File: src/rtl/wb_commit_if.sv
// Bundle of execute/load/memory/decode/register-file signals around the writeback commit stage.
// The slave modport is the commit unit; master is whatever drives it.
interface wb_commit_if #(
    parameter int XLEN     = 32,
    parameter int LQ_DEPTH = 2
);
    logic                        ex_valid;
    logic                        ex_ready;
    logic [4:0]                  ex_rd;
    logic [XLEN-1:0]             ex_result;
    logic                        ld_valid;
    logic                        ld_ready;
    logic [4:0]                  ld_rd;
    logic [2:0]                  ld_funct3;
    logic [1:0]                  ld_offset;
    logic                        mem_rsp_valid;
    logic [XLEN-1:0]             mem_rsp_data;
    logic [4:0]                  rs1;
    logic [4:0]                  rs2;
    logic                        hazard;
    logic                        rf_w_en;
    logic [4:0]                  rf_rd;
    logic [XLEN-1:0]             rf_data_w;
    logic [$clog2(LQ_DEPTH):0]   lq_count;
    logic                        err_orphan;

    modport master (
        output ex_valid, ex_rd, ex_result, ld_valid, ld_rd, ld_funct3, ld_offset,
               mem_rsp_valid, mem_rsp_data, rs1, rs2,
        input  ex_ready, ld_ready, hazard, rf_w_en, rf_rd, rf_data_w, lq_count, err_orphan
    );

    modport slave (
        input  ex_valid, ex_rd, ex_result, ld_valid, ld_rd, ld_funct3, ld_offset,
               mem_rsp_valid, mem_rsp_data, rs1, rs2,
        output ex_ready, ld_ready, hazard, rf_w_en, rf_rd, rf_data_w, lq_count, err_orphan
    );
endinterface

File: src/rtl/wb_commit_unit.sv
// Writeback commit: merges ALU results with in-order load responses into one register-file
// write port, with a load tracking queue, one-entry ALU skid and decode hazard detection.
module wb_commit_unit #(
    parameter int XLEN     = 32,
    parameter int LQ_DEPTH = 2
) (
    input  logic        clk,
    input  logic        rst,
    wb_commit_if.slave  bus
);
    localparam int AW = $clog2(LQ_DEPTH);
    localparam int CW = AW + 1;

    typedef struct packed {
        logic [4:0] rd;
        logic [2:0] f3;
        logic [1:0] off;
    } lq_ent_t;

    lq_ent_t               lq_q [LQ_DEPTH];
    logic [LQ_DEPTH-1:0]   lq_v_q;
    logic [AW-1:0]         wr_ptr_q, rd_ptr_q;
    logic [CW-1:0]         cnt_q, cnt_d;

    logic                  skid_v_q, skid_v_d;
    logic [4:0]            skid_rd_q, skid_rd_d;
    logic [XLEN-1:0]       skid_data_q, skid_data_d;

    logic                  rf_w_en_q, rf_w_en_d;
    logic [4:0]            rf_rd_q, rf_rd_d;
    logic [XLEN-1:0]       rf_data_q, rf_data_d;
    logic                  err_q;

    logic                  lq_full, lq_empty;
    logic                  ex_acc, ld_push, pop, orphan;
    logic                  waw, hz1, hz2;
    lq_ent_t               head;
    logic [7:0]            byte_sel;
    logic [15:0]           half_sel;
    logic [XLEN-1:0]       ld_data;

    assign lq_full  = (cnt_q == CW'(LQ_DEPTH));
    assign lq_empty = (cnt_q == '0);
    assign head     = lq_q[rd_ptr_q];

    // Every queued destination is checked: for WAW against the ALU rd, for RAW against decode.
    always_comb begin
        waw = 1'b0;
        hz1 = 1'b0;
        hz2 = 1'b0;
        for (int i = 0; i < LQ_DEPTH; i++) begin
            if (lq_v_q[i]) begin
                if (lq_q[i].rd == bus.ex_rd) waw = 1'b1;
                if (lq_q[i].rd == bus.rs1)   hz1 = 1'b1;
                if (lq_q[i].rd == bus.rs2)   hz2 = 1'b1;
            end
        end
        if (skid_v_q && skid_rd_q == bus.rs1) hz1 = 1'b1;
        if (skid_v_q && skid_rd_q == bus.rs2) hz2 = 1'b1;
        if (rf_w_en_q && rf_rd_q == bus.rs1)  hz1 = 1'b1;
        if (rf_w_en_q && rf_rd_q == bus.rs2)  hz2 = 1'b1;
    end

    assign bus.ex_ready = !skid_v_q && !rst && !((bus.ex_rd != 5'd0) && waw);
    assign bus.ld_ready = !lq_full && !rst;
    assign bus.hazard   = ((bus.rs1 != 5'd0) && hz1) || ((bus.rs2 != 5'd0) && hz2);

    assign ex_acc  = bus.ex_valid && bus.ex_ready;
    assign ld_push = bus.ld_valid && bus.ld_ready;
    assign pop     = bus.mem_rsp_valid && !lq_empty;
    assign orphan  = bus.mem_rsp_valid && lq_empty;

    assign byte_sel = bus.mem_rsp_data[{head.off, 3'b000} +: 8];
    assign half_sel = bus.mem_rsp_data[{head.off[1], 4'b0000} +: 16];

    always_comb begin
        case (head.f3)
            3'b000:  ld_data = {{(XLEN-8){byte_sel[7]}}, byte_sel};
            3'b100:  ld_data = {{(XLEN-8){1'b0}}, byte_sel};
            3'b001:  ld_data = {{(XLEN-16){half_sel[15]}}, half_sel};
            3'b101:  ld_data = {{(XLEN-16){1'b0}}, half_sel};
            default: ld_data = bus.mem_rsp_data;
        endcase
    end

    // Load response beats the skid, which beats a fresh ALU result. The skid is only ever
    // filled when it is empty, since ex_ready already requires that.
    always_comb begin
        rf_w_en_d   = 1'b0;
        rf_rd_d     = 5'd0;
        rf_data_d   = '0;
        skid_v_d    = skid_v_q;
        skid_rd_d   = skid_rd_q;
        skid_data_d = skid_data_q;
        if (pop) begin
            rf_w_en_d = (head.rd != 5'd0);
            rf_rd_d   = head.rd;
            rf_data_d = ld_data;
            if (ex_acc) begin
                skid_v_d    = 1'b1;
                skid_rd_d   = bus.ex_rd;
                skid_data_d = bus.ex_result;
            end
        end else if (skid_v_q) begin
            rf_w_en_d = (skid_rd_q != 5'd0);
            rf_rd_d   = skid_rd_q;
            rf_data_d = skid_data_q;
            skid_v_d  = 1'b0;
        end else if (ex_acc) begin
            rf_w_en_d = (bus.ex_rd != 5'd0);
            rf_rd_d   = bus.ex_rd;
            rf_data_d = bus.ex_result;
        end
    end

    always_comb begin
        cnt_d = cnt_q;
        case ({ld_push, pop})
            2'b10:   cnt_d = cnt_q + CW'(1);
            2'b01:   cnt_d = cnt_q - CW'(1);
            default: cnt_d = cnt_q;
        endcase
    end

    always_ff @(posedge clk or posedge rst) begin
        if (rst) begin
            for (int i = 0; i < LQ_DEPTH; i++) lq_q[i] <= '0;
            lq_v_q      <= '0;
            wr_ptr_q    <= '0;
            rd_ptr_q    <= '0;
            cnt_q       <= '0;
            skid_v_q    <= 1'b0;
            skid_rd_q   <= 5'd0;
            skid_data_q <= '0;
            rf_w_en_q   <= 1'b0;
            rf_rd_q     <= 5'd0;
            rf_data_q   <= '0;
            err_q       <= 1'b0;
        end else begin
            // Push and pop never touch the same slot: push needs !full, pop needs !empty.
            if (ld_push) begin
                lq_q[wr_ptr_q]   <= '{rd: bus.ld_rd, f3: bus.ld_funct3, off: bus.ld_offset};
                lq_v_q[wr_ptr_q] <= 1'b1;
                wr_ptr_q         <= wr_ptr_q + AW'(1);
            end
            if (pop) begin
                lq_v_q[rd_ptr_q] <= 1'b0;
                rd_ptr_q         <= rd_ptr_q + AW'(1);
            end
            cnt_q       <= cnt_d;
            skid_v_q    <= skid_v_d;
            skid_rd_q   <= skid_rd_d;
            skid_data_q <= skid_data_d;
            rf_w_en_q   <= rf_w_en_d;
            rf_rd_q     <= rf_rd_d;
            rf_data_q   <= rf_data_d;
            if (orphan) err_q <= 1'b1;
        end
    end

    assign bus.rf_w_en    = rf_w_en_q;
    assign bus.rf_rd      = rf_rd_q;
    assign bus.rf_data_w  = rf_data_q;
    assign bus.lq_count   = cnt_q;
    assign bus.err_orphan = err_q;
endmodule

File: src/flat_wrapper.sv
// flat-port wrapper written by rule: the top's interface ports become plain ports
module wb_commit_unit_flat 
#(
    parameter int XLEN     = 32,
    parameter int LQ_DEPTH = 2
)
  (clk, rst, bus_ex_valid, bus_ex_rd, bus_ex_result, bus_ld_valid, bus_ld_rd, bus_ld_funct3, bus_ld_offset, bus_mem_rsp_valid, bus_mem_rsp_data, bus_rs1, bus_rs2, bus_ex_ready, bus_ld_ready, bus_hazard, bus_rf_w_en, bus_rf_rd, bus_rf_data_w, bus_lq_count, bus_err_orphan);
  wb_commit_if #(.XLEN(XLEN), .LQ_DEPTH(LQ_DEPTH)) bus_i ();
  input  logic clk;
  input  logic rst;
  input wire logic [$bits(bus_i.ex_valid)-1:0] bus_ex_valid;
  input wire logic [$bits(bus_i.ex_rd)-1:0] bus_ex_rd;
  input wire logic [$bits(bus_i.ex_result)-1:0] bus_ex_result;
  input wire logic [$bits(bus_i.ld_valid)-1:0] bus_ld_valid;
  input wire logic [$bits(bus_i.ld_rd)-1:0] bus_ld_rd;
  input wire logic [$bits(bus_i.ld_funct3)-1:0] bus_ld_funct3;
  input wire logic [$bits(bus_i.ld_offset)-1:0] bus_ld_offset;
  input wire logic [$bits(bus_i.mem_rsp_valid)-1:0] bus_mem_rsp_valid;
  input wire logic [$bits(bus_i.mem_rsp_data)-1:0] bus_mem_rsp_data;
  input wire logic [$bits(bus_i.rs1)-1:0] bus_rs1;
  input wire logic [$bits(bus_i.rs2)-1:0] bus_rs2;
  output wire logic [$bits(bus_i.ex_ready)-1:0] bus_ex_ready;
  output wire logic [$bits(bus_i.ld_ready)-1:0] bus_ld_ready;
  output wire logic [$bits(bus_i.hazard)-1:0] bus_hazard;
  output wire logic [$bits(bus_i.rf_w_en)-1:0] bus_rf_w_en;
  output wire logic [$bits(bus_i.rf_rd)-1:0] bus_rf_rd;
  output wire logic [$bits(bus_i.rf_data_w)-1:0] bus_rf_data_w;
  output wire logic [$bits(bus_i.lq_count)-1:0] bus_lq_count;
  output wire logic [$bits(bus_i.err_orphan)-1:0] bus_err_orphan;
  assign bus_i.ex_valid = bus_ex_valid;
  assign bus_i.ex_rd = bus_ex_rd;
  assign bus_i.ex_result = bus_ex_result;
  assign bus_i.ld_valid = bus_ld_valid;
  assign bus_i.ld_rd = bus_ld_rd;
  assign bus_i.ld_funct3 = bus_ld_funct3;
  assign bus_i.ld_offset = bus_ld_offset;
  assign bus_i.mem_rsp_valid = bus_mem_rsp_valid;
  assign bus_i.mem_rsp_data = bus_mem_rsp_data;
  assign bus_i.rs1 = bus_rs1;
  assign bus_i.rs2 = bus_rs2;
  assign bus_ex_ready = bus_i.ex_ready;
  assign bus_ld_ready = bus_i.ld_ready;
  assign bus_hazard = bus_i.hazard;
  assign bus_rf_w_en = bus_i.rf_w_en;
  assign bus_rf_rd = bus_i.rf_rd;
  assign bus_rf_data_w = bus_i.rf_data_w;
  assign bus_lq_count = bus_i.lq_count;
  assign bus_err_orphan = bus_i.err_orphan;
  wb_commit_unit #(.XLEN(XLEN), .LQ_DEPTH(LQ_DEPTH)) u_core (.clk(clk), .rst(rst), .bus(bus_i));
endmodule
File: config.mk
export PLATFORM = sky130hd
export DESIGN_NAME = wb_commit_unit_flat
export DESIGN_NICKNAME = d
export VERILOG_FILES = /design/src/rtl/wb_commit_if.sv /design/src/rtl/wb_commit_unit.sv /design/src/flat_wrapper.sv
export SDC_FILE = /design/constraint.sdc
export NUM_CORES = 1
export LEC_CHECK = 0
export ABC_CLOCK_PERIOD_IN_PS = 4400
export CORE_UTILIZATION = 45
export DETAILED_ROUTE_END_ITERATION = 7
export PLACE_DENSITY = 0.86
export REMOVE_ABC_BUFFERS = 1
export SETUP_SLACK_MARGIN = 0.5
export SKIP_LAST_GASP = 1
export SYNTH_ARGS = -nofsm -noshare
export SYNTH_HDL_FRONTEND = slang
export SYNTH_SLANG_ARGS = --single-unit
File: constraint.sdc
create_clock -name clk -period 4.4 [get_ports clk]
set_input_delay 0.88 -clock clk [delete_from_list [all_inputs] [get_ports clk]]
set_output_delay 0.88 -clock clk [all_outputs]
set_load 0.02 [all_outputs]
==> metrics <==
RSZ-0062 raised after global routing=no; switching part of the total=0.3821; worst hold margin=477.2 ps; XOR/XNOR share of the synthesized area=0.08987; Syn Std Cell Area=5360 um2; CP Data Required Time=3520 ps; VDD IR max=0.2937 mV; placed cell area=6839 um2; switching power total=1.888 mW; Layout area overhead=33.73%; largest area contributor in the netlist=dfrtp_1; Ys Warns=0; Layout Nets=687; Clk Latency, worst-skew pair=340 ps; largest net degree at the start of global routing=94; initial antenna violation count=0; Die W=111.1 um; clock skew=8.508 ps; Top FF cell, synth=dfrtp_1; status=complete, but fails checks; WS Path Type=input port to output port; Clock Pin Slew Worst Setup and Hold Paths=70 ps; row cnt=39; Max-cap violations=0; detailed-route wire length=15.79 mm; post-synth top area share=0.4809; grt total ovfl=0; mux cell area share after synthesis=0.1587; first-pass iteration count of the detailed router=6; crit path time final=3677 ps; TritonCTS clock tree=done; Global Route Usage Sum=0.2656; Die H=111.1 um; Post-synth EDFFs=0; CP max FO=5; post-route design area=7168 um2; CTS H-tree depth=3; Ant. Diodes=0; Fin Setup TNS=0 ps; initial core utilization=0.4654; clock power share=0.180; Syn Inst Count=468; first-pass GRT wire length=25.42 mm; Filler cells=937; sequential area share after synthesis=0.4809; drt initial violations=326; Hold Fails Final Rpt=0; crit path DAT=2800 ps; dpl hpwl=11.18 mm; Adder-Cell Fraction of Synth Area=0.002334; Setup crit start kind=input port; Final setup viols=0; vias per inst=5.931; combinational power share=0.445; Fmax achieved=0.2720 GHz; largest family of logic cells by synthesized area=multiplexers; DRC Markers=18; type of destination of the critical path=output port; TritonCTS sink count=103; max_slew headroom=0.2342; Reg area=2577 um2; share of layout cells above drive strength 1=0.1491; Yosys cell types=50; Synth Area in Simple Gates=0.07773; # port buffers=137; vias in the first global route=4744; Worst-Margin Slew=1149 ps; # IOs=138; Synth top cells by count=dfrtp_1, mux2_2, a21oi_1; FFs w/ async S/R, synth=1.000; Leak=3.021 nW; FF+latch count, synth=103; CTS buffer count=9; cts hold-fix bufs=0; top-count cell post-synth=dfrtp_1; clock root cell=clkbuf_16; area of the multi-input gates=2603 um2; Bufs on Longest Clock Path=2; internal power=3.053 mW; pwr/cell area=689.4 nW/um2; Avg WL per Cell=21.34 um; Die ar.=12350 um2; part of the power in registers=0.374; DR vias=4389; Routed Antenna Nets=0; dominant cells by area after synthesis=dfrtp_1, mux2_2, xor2_1, xnor2_1, a21oi_1; postcts setup bufs=0; worst min path class=flop to flop; Tcrit/Tclk final=0.8356; routability cong.=0.8570; Final Power=4.941 mW; CORE AREA=11520 um2; Slew Limit Fails=0; failing checks=DRC; Synth Area in Compound Gates=0.1569; Mapped Avg Cell Area=11.45 um2
## worst max-delay path: stages
cell             delay, ps
clkdlybuf4s50_1        550
xor2_1                 210
nor4_1                 380
nand3_1                120
nand2_1                110
a311oi_1                50
o22ai_1                140
dlygate4sd2_1          350
## final cells by class
class / count / area share
tap: 143 / 0.02496
multi-input combinational: 325 / 0.3631
inverter: 7 / 0.004015
timing repair buffer: 146 / 0.2021
clock inverter: 5 / 0.01100
clock buffer: 11 / 0.03526
sequential: 103 / 0.3596
## final timing paths
path                                                    from                                 end  slack, ps  depth (start not counted)
hold reg to reg            u_core.bus.err_orphan$_DFFE_PP0P_   u_core.bus.err_orphan$_DFFE_PP0P_        480                          1
setup reg to reg                 u_core.rd_ptr_q$_DFFE_PP0P_   u_core.bus.rf_data_w[8]$_DFF_PP0_       1550                          6
hold / removal             u_core.bus.err_orphan$_DFFE_PP0P_   u_core.bus.err_orphan$_DFFE_PP0P_        480                          1
setup / recovery                                  bus_rs2[1]                          bus_hazard        720                          8
min in group asynchronous                                rst         u_core.rd_ptr_q$_DFFE_PP0P_       1400                          2
max in group asynchronous                                rst  u_core.skid_data_q[14]$_DFFE_PP0P_       2160                          3
## flip-flops by register name, indices dropped and copies added (netlist names)
signal                 count
u_core.skid_rd_q           5
u_core.wr_ptr_q            1
u_core.lq_v_q              2
u_core.bus.err_orphan      1
u_core.skid_v_q            1
u_core.rd_ptr_q            1
u_core.skid_data_q        32
u_core.lq_q               20
u_core.bus.rf_rd           5
u_core.bus.lq_count        2
u_core.bus.rf_w_en         1
u_core.bus.rf_data_w      32
## power groups by stage
stage / clock network [mW] / registers, mW / logic (mW)
after CTS: 0.898 / 1.85 / 2.20
final: 0.891 / 1.85 / 2.20
after detailed placement: 0 / 1.86 / 2.19
after global placement: 0 / 1.83 / 2.13
after global routing: 0.928 / 1.90 / 2.37
after floorplan: 0 / 1.89 / 1.26
## metal layers
layer	global-route usage	wire length (um)	vias to the layer above
met5	0	0	-
met4	0.09550	367	0
met3	0.07162	1261	30
met2	0.4512	7676	194
met1	0.3249	6485	2177
li1	-	-	1988
## cells in the final DEF, fill, tap and decap left out, types with 2 or more instances in the layout
cell type,instances
clkdlybuf4s50_1,135
dfrtp_1,103
mux2_2,57
a21oi_1,29
nor2_1,28
xor2_1,28
xnor2_1,27
a22o_1,15
a211o_1,15
a221oi_1,14
mux2i_1,13
nand2_1,11
o21ai_0,10
clkbuf_16,9
nor4_1,8
buf_4,8
or3_1,7
o221ai_1,7
a221o_1,7
inv_1,6
mux2_1,5
nand3_1,5
or4_1,4
nand4_1,4
nor3_1,4
and2_1,2
o22ai_1,2
a311oi_1,2
clkinv_2,2
clkbuf_8,2
bufinv_16,2
dlygate4sd2_1,2
## cell families (layout without fill, tap and decap cells)
kind of cell             Yosys count  after routing
AO/OA/AOI/OAI                    113            113
flip-flops                       103            103
XOR/XNOR                          55             55
multiplexers                      76             76
adder cells (fa/ha/maj)            1              1
AND/OR/NAND/NOR                   80             80
buffers and inverters             40            169
## metrics by stage
stage / setup WS, ps / instances / utilization
4_1_cts: 719.4 / 740 / 0.6224
3_5_place_dp: 436.6 / 724 / 0.5939
6_report: 723.5 / 740 / 0.6224
3_3_place_gp: 453.9 / 724 / 0.5939
5_1_grt: 541.6 / 740 / 0.6224
2_1_floorplan: 816.2 / 435 / -
## timing repair
item,4_1_cts,5_1_grt
gates resized for setup,2,0
hold endpoints to repair,0,0
endpoints found under the setup margin,2,0
(Power assumes the default switching activity.)
